<file path="src/rtl/impl_id_tx.sv">
// Implementation-identification transmitter: streams a build-selected ASCII ID string
// plus an XOR checksum byte over valid/ready. String chosen by macro IMPL_ID_FOUNDRY_EN.
module impl_id_tx #(
    parameter int STR_LEN = 30
) (
    input  logic       clk,
    input  logic       rst_n,
    input  logic       req_i,
    input  logic       abort_i,
    output logic       busy_o,
    output logic       done_o,
    output logic       tx_valid_o,
    input  logic       tx_ready_i,
    output logic [7:0] tx_data_o,
    output logic       tx_last_o
);

    localparam int ROM_LEN = 30;
`ifdef IMPL_ID_FOUNDRY_EN
    localparam logic [8*ROM_LEN-1:0] ID_STR = "Foundry implementation of baz.";
`else
    localparam logic [8*ROM_LEN-1:0] ID_STR = "Generic implementation of baz.";
`endif
    localparam logic [7:0] LAST_IDX = 8'(STR_LEN - 1);

    typedef enum logic [1:0] {IDLE, SEND, CSUM} state_t;

    // String literal packs byte 0 in the MSBs; anything past the string reads as zero.
    function automatic logic [7:0] rom_byte(input logic [7:0] i);
        logic [7:0] b;
        b = 8'h00;
        if (int'(i) < ROM_LEN && int'(i) < STR_LEN)
            b = ID_STR[8*(ROM_LEN-1-int'(i)) +: 8];
        return b;
    endfunction

    state_t     state_q, state_d;
    logic [7:0] idx_q, idx_d;
    logic [7:0] csum_q, csum_d;
    logic       valid_q, valid_d;
    logic       last_q, last_d;
    logic       busy_q, busy_d;
    logic       done_q, done_d;
    logic [7:0] data_q, data_d;
    logic       hs, to_idle;
    logic [7:0] csum_nx;

    always_comb begin
        state_d = state_q;
        idx_d   = idx_q;
        csum_d  = csum_q;
        valid_d = valid_q;
        last_d  = last_q;
        busy_d  = busy_q;
        data_d  = data_q;
        done_d  = 1'b0;
        to_idle = 1'b0;
        hs      = valid_q && tx_ready_i;
        csum_nx = csum_q ^ rom_byte(idx_q);
        case (state_q)
            IDLE: begin
                if (req_i && !abort_i) begin
                    state_d = SEND;
                    idx_d   = 8'd0;
                    csum_d  = 8'd0;
                    valid_d = 1'b1;
                    busy_d  = 1'b1;
                    last_d  = 1'b0;
                    data_d  = rom_byte(8'd0);
                end
            end
            SEND: begin
                if (abort_i) begin
                    to_idle = 1'b1;
                end else if (hs) begin
                    csum_d = csum_nx;
                    if (idx_q == LAST_IDX) begin
                        state_d = CSUM;
                        last_d  = 1'b1;
                        data_d  = csum_nx;
                    end else begin
                        idx_d  = idx_q + 8'd1;
                        data_d = rom_byte(idx_q + 8'd1);
                    end
                end
            end
            CSUM: begin
                if (abort_i) begin
                    to_idle = 1'b1;
                end else if (hs) begin
                    to_idle = 1'b1;
                    done_d  = 1'b1;
                end
            end
            default: to_idle = 1'b1;
        endcase
        if (to_idle) begin
            state_d = IDLE;
            valid_d = 1'b0;
            last_d  = 1'b0;
            busy_d  = 1'b0;
            data_d  = 8'h00;
        end
    end

    always_ff @(posedge clk) begin
        if (!rst_n) begin
            state_q <= IDLE;
            idx_q   <= 8'd0;
            csum_q  <= 8'd0;
            valid_q <= 1'b0;
            last_q  <= 1'b0;
            busy_q  <= 1'b0;
            done_q  <= 1'b0;
            data_q  <= 8'h00;
        end else begin
            state_q <= state_d;
            idx_q   <= idx_d;
            csum_q  <= csum_d;
            valid_q <= valid_d;
            last_q  <= last_d;
            busy_q  <= busy_d;
            done_q  <= done_d;
            data_q  <= data_d;
        end
    end

    assign busy_o     = busy_q;
    assign done_o     = done_q;
    assign tx_valid_o = valid_q;
    assign tx_last_o  = last_q;
    assign tx_data_o  = data_q;

endmodule

</file>
<file path="config.mk">
export PLATFORM = sky130hd
export DESIGN_NAME = impl_id_tx
export DESIGN_NICKNAME = d
export VERILOG_FILES = /design/src/rtl/impl_id_tx.sv
export SDC_FILE = /design/constraint.sdc
export NUM_CORES = 1
export LEC_CHECK = 0
export BUFFER_PORTS_ARGS = -buffer_cell sky130_fd_sc_hd__buf_4
export CAP_MARGIN = 20
export CELL_PAD_IN_SITES_DETAIL_PLACEMENT = 1
export CELL_PAD_IN_SITES_GLOBAL_PLACEMENT = 1
export CORE_UTILIZATION = 45
export DETAILED_ROUTE_END_ITERATION = 16
export PLACE_DENSITY_LB_ADDON = 0.1
export SYNTH_ARGS = -nofsm -noshare
export SYNTH_HDL_FRONTEND = slang
export SYNTH_SLANG_ARGS = --single-unit
</file>
<file path="constraint.sdc">
create_clock -name clk -period 3.62 [get_ports clk]
set_clock_uncertainty 0.2 [all_clocks]
set_input_delay 0.181 -clock clk [delete_from_list [all_inputs] [get_ports clk]]
set_output_delay 0.181 -clock clk [all_outputs]
set_load 0.03 [all_outputs]
</file>
==> results_dict.tcl <==
set metrics [dict create \
    outcome "finished clean" \
    num_vias 2647 \
    synthMuxAreaShare_pct 0.781 \
    area_growth_pct 8.98 \
    clock_latency_ns 0.28 \
    timing.setup.tns_ns 0 \
    dp_hpwl_mm 5.87 \
    overflow 0 \
    max_freq_mhz 323 \
    fin_crit_sh_pct 85.4 \
    yosysSeqAreaShare_pct 21.9 \
    synth_fp_nets 357 \
    syn_inst 347 \
    min-delay-path-class "in2reg" \
    cp.required_ns 3.64 \
    ys_seq_elements 28 \
    grt_max_degree 45 \
    slew_viol_final 0 \
    worstPathCellList "ha_1 -> xor2_1 -> ha_1 -> xnor2_4 -> xnor2_2 -> and2_4 -> o21a_1 -> or4b_1 -> nor3_1 -> o2bb2ai_1" \
    p_per_area_nw_per_um2 253 \
    worst_slack_ns 0.527 \
    ff2ff_path_depth 10 \
    core-area_um2 5510 \
    io_buffer_count 16 \
    cts.sinks 28 \
    final_common_cell "nor2_1" \
    synth_area_per_cell_um2 7.39 \
    tightest_slew_ns 0.940 \
    yosysWarnings 0 \
    mostFrequentLayoutCells "nor2_1 (30), nand2_1 (29), dfxtp_1 (28)" \
    seq_power_share_pct 47.0 \
    drt_iter0_drc 142 \
    hold_buffers 0 \
    htreeDepth 1 \
    cp-start-kind "flip-flop" \
    setup_viol_count_final 0 \
    synth_top_family_by_area "compound AO/OA/AOI/OAI gates" \
    cts_buffers 3 \
    relSlewSlack_pct 37.3 \
    via_per_inst 6.27 \
    clk_pin_slew_ns 0.10 \
    wirelength_mm 8.03 \
    grt_pass1_vias 2553 \
    drc_errors 0 \
    ys_types 68 \
    crit_path_end_kind "flip-flop" \
    internal_power_uw 510 \
    fin_crit_ns 3.09 \
    worst_path_largest_cell_delay_ns 0.49 \
    synth_fa_ha_area_share_pct 2.44 \
    cpMostUsedCell "ha_1" \
    multi_input_area_um2 1860 \
    io_pins 17 \
    p_leak_nw 1.08 \
    holdPathStages 2 \
    rsz0062_at_grt "no" \
    synthSimpleGateAreaFrac_pct 29.1 \
    async_flop_share_pct 0 \
    cts-resized-gates 0 \
    nets 361 \
    ant_nets 0 \
    path_max_fanout 10 \
    synth-compound-area-share_pct 30.5 \
    crit_path_top_delay_cell "or4b_1" \
    post-cts-setup-buffers 0 \
    crit_arrival_ns 3.12 \
    seq_area_um2 561 \
    firstDrtPassIters 4 \
    final_layout_size_suffix_gt1_share_pct 11.1 \
    post_drt_wl_per_cell_um 19.0 \
    worstSetupPathType "reg2reg" \
    grt_pass1_wl_mm 13.4 \
    fp.dieH_um 77.5 \
    synth-main-ff-cell "dfxtp_1" \
    synthXorXnorAreaFrac_pct 9.76 \
    synth_edf_count 0 \
    preCtsSetupSlack_ns 0.530 \
    pwr-share-clk_pct 36.3 \
    vdd_drop_max_v 0.000176 \
    rows 27 \
    combinationalPowerShare_pct 16.7 \
    fp.dieW_um 77.5 \
    antenna_found_initial 0 \
    dieArea_um2 6000 \
    synth_area_um2 2560 \
    power_switching_uw 196 \
    fillers 720 \
    maxCapViolCount 0 \
    hold_viol 0 \
    gp_congestion 0.832 \
    cts.path.max_buffers 2 \
    clockRootBuffer "clkbuf_8" \
    tritoncts "done" \
    n_antenna_cell 0 \
    start_util_pct 46.6 \
    swShare_pct 27.8 \
    grtUsageTotal_pct 28.0 \
]
[worst max-delay path, delay by kind of cell (launching register included)]
family | cells | cell delay [ns]
xor+xnor | 3 | 0.64
flops | 1 | 0.38
simple gates | 3 | 0.91
compound gates | 2 | 0.30
fa+ha+maj | 2 | 0.60
[layer usage]
layer / track usage, % / up-vias / routed length, um
li1: - / 1297 / -
met1: 38.8 / 1290 / 3790
met2: 46.5 / 54 / 3890
met3: 2.47 / 6 / 269
met4: 6.79 / 0 / 80
met5: 0 / - / 0
[layout make-up]
type,instances,area share [%]
well taps,72,3.22
multi-input cells,286,66.6
repair buffers,24,6.45
clock buffers,3,1.48
flip-flops and latches,28,20.1
inverters,8,1.07
clock inverters,1,1.07
[cells in the mapped netlist (3+ instances only)]
cell	n	area, um^2
a211oi_1	6	45.0
a21boi_0	3	22.5
a21oi_1	24	120
a22oi_1	6	45.0
a31oi_1	5	31.3
and2_1	5	31.3
and3_1	5	31.3
and3b_1	3	26.3
and4_1	3	26.3
buf_2	5	25.0
clkbuf_1	17	63.8
dfxtp_1	28	561
ha_1	5	62.6
inv_1	7	26.3
nand2_1	29	109
nand2b_1	7	43.8
nand3_1	15	75.1
nand4_1	8	50.1
nor2_1	30	113
nor2b_1	9	56.3
nor3_1	12	60.1
nor3b_1	3	22.5
o211a_1	4	40.0
o211ai_1	5	37.5
o21a_1	5	37.5
o21ai_0	23	115
o21bai_1	3	22.5
o31a_1	3	26.3
xnor2_1	13	114
xnor2_2	3	48.8
xor2_1	5	43.8
[flip-flops by register name, indices dropped and copies added (netlist names)]
signal	flops
busy_o	1
csum_q	8
done_o	1
idx_q	8
state_q	1
tx_data_o	8
tx_last_o	1
[power by group through the flow]
| stage | Combinational [mW] | Sequential [mW] | Clock (mW) |
|---|---|---|---|
| detailed placement | 0.118 | 0.339 | 0 |
| CTS | 0.118 | 0.332 | 0.260 |
| global placement | 0.116 | 0.338 | 0 |
| floorplan | 0.0596 | 0.355 | 0 |
| global route | 0.128 | 0.334 | 0.271 |
| finish | 0.118 | 0.332 | 0.256 |
[kinds of logic (layout without fill, tap and decap cells)]
| group | Yosys count | after routing |
|---|---|---|
| AO/OA/AOI/OAI | 114 | 114 |
| XOR/XNOR | 23 | 23 |
| adder cells (fa/ha/maj) | 5 | 5 |
| buffers and inverters | 33 | 36 |
| flip-flops | 28 | 28 |
| multiplexers | 2 | 2 |
| AND/OR/NAND/NOR | 142 | 142 |
[per-stage QoR]
step	std cells	cell area [um^2]	power, mW	util (%)	hold WS, ns
CTS	422	2790	0.710	50.7	0.0108
floorplan	347	2560	0.415	-	0.195
detailed placement	418	2720	0.457	49.4	0.299
finish	422	2790	0.706	50.7	0.0162
global placement	418	2720	0.455	49.4	0.278
global route	422	2790	0.734	50.7	0.0222
[path summary, 6_finish.rpt]
check | startpoint | to | slack [ns]
worst min-delay path | abort_i | done_o$_SDFF_PP0_ | 0.02
worst max-delay path | idx_q[0]$_SDFFE_PN0P_ | tx_data_o[0]$_SDFFE_PP0P_ | 0.53
worst max register to register | idx_q[0]$_SDFFE_PN0P_ | tx_data_o[0]$_SDFFE_PP0P_ | 0.53
worst min register to register | tx_data_o[6]$_SDFFE_PP0P_ | tx_data_o[6]$_SDFFE_PP0P_ | 0.31
Power figures use the tool's default switching activity.
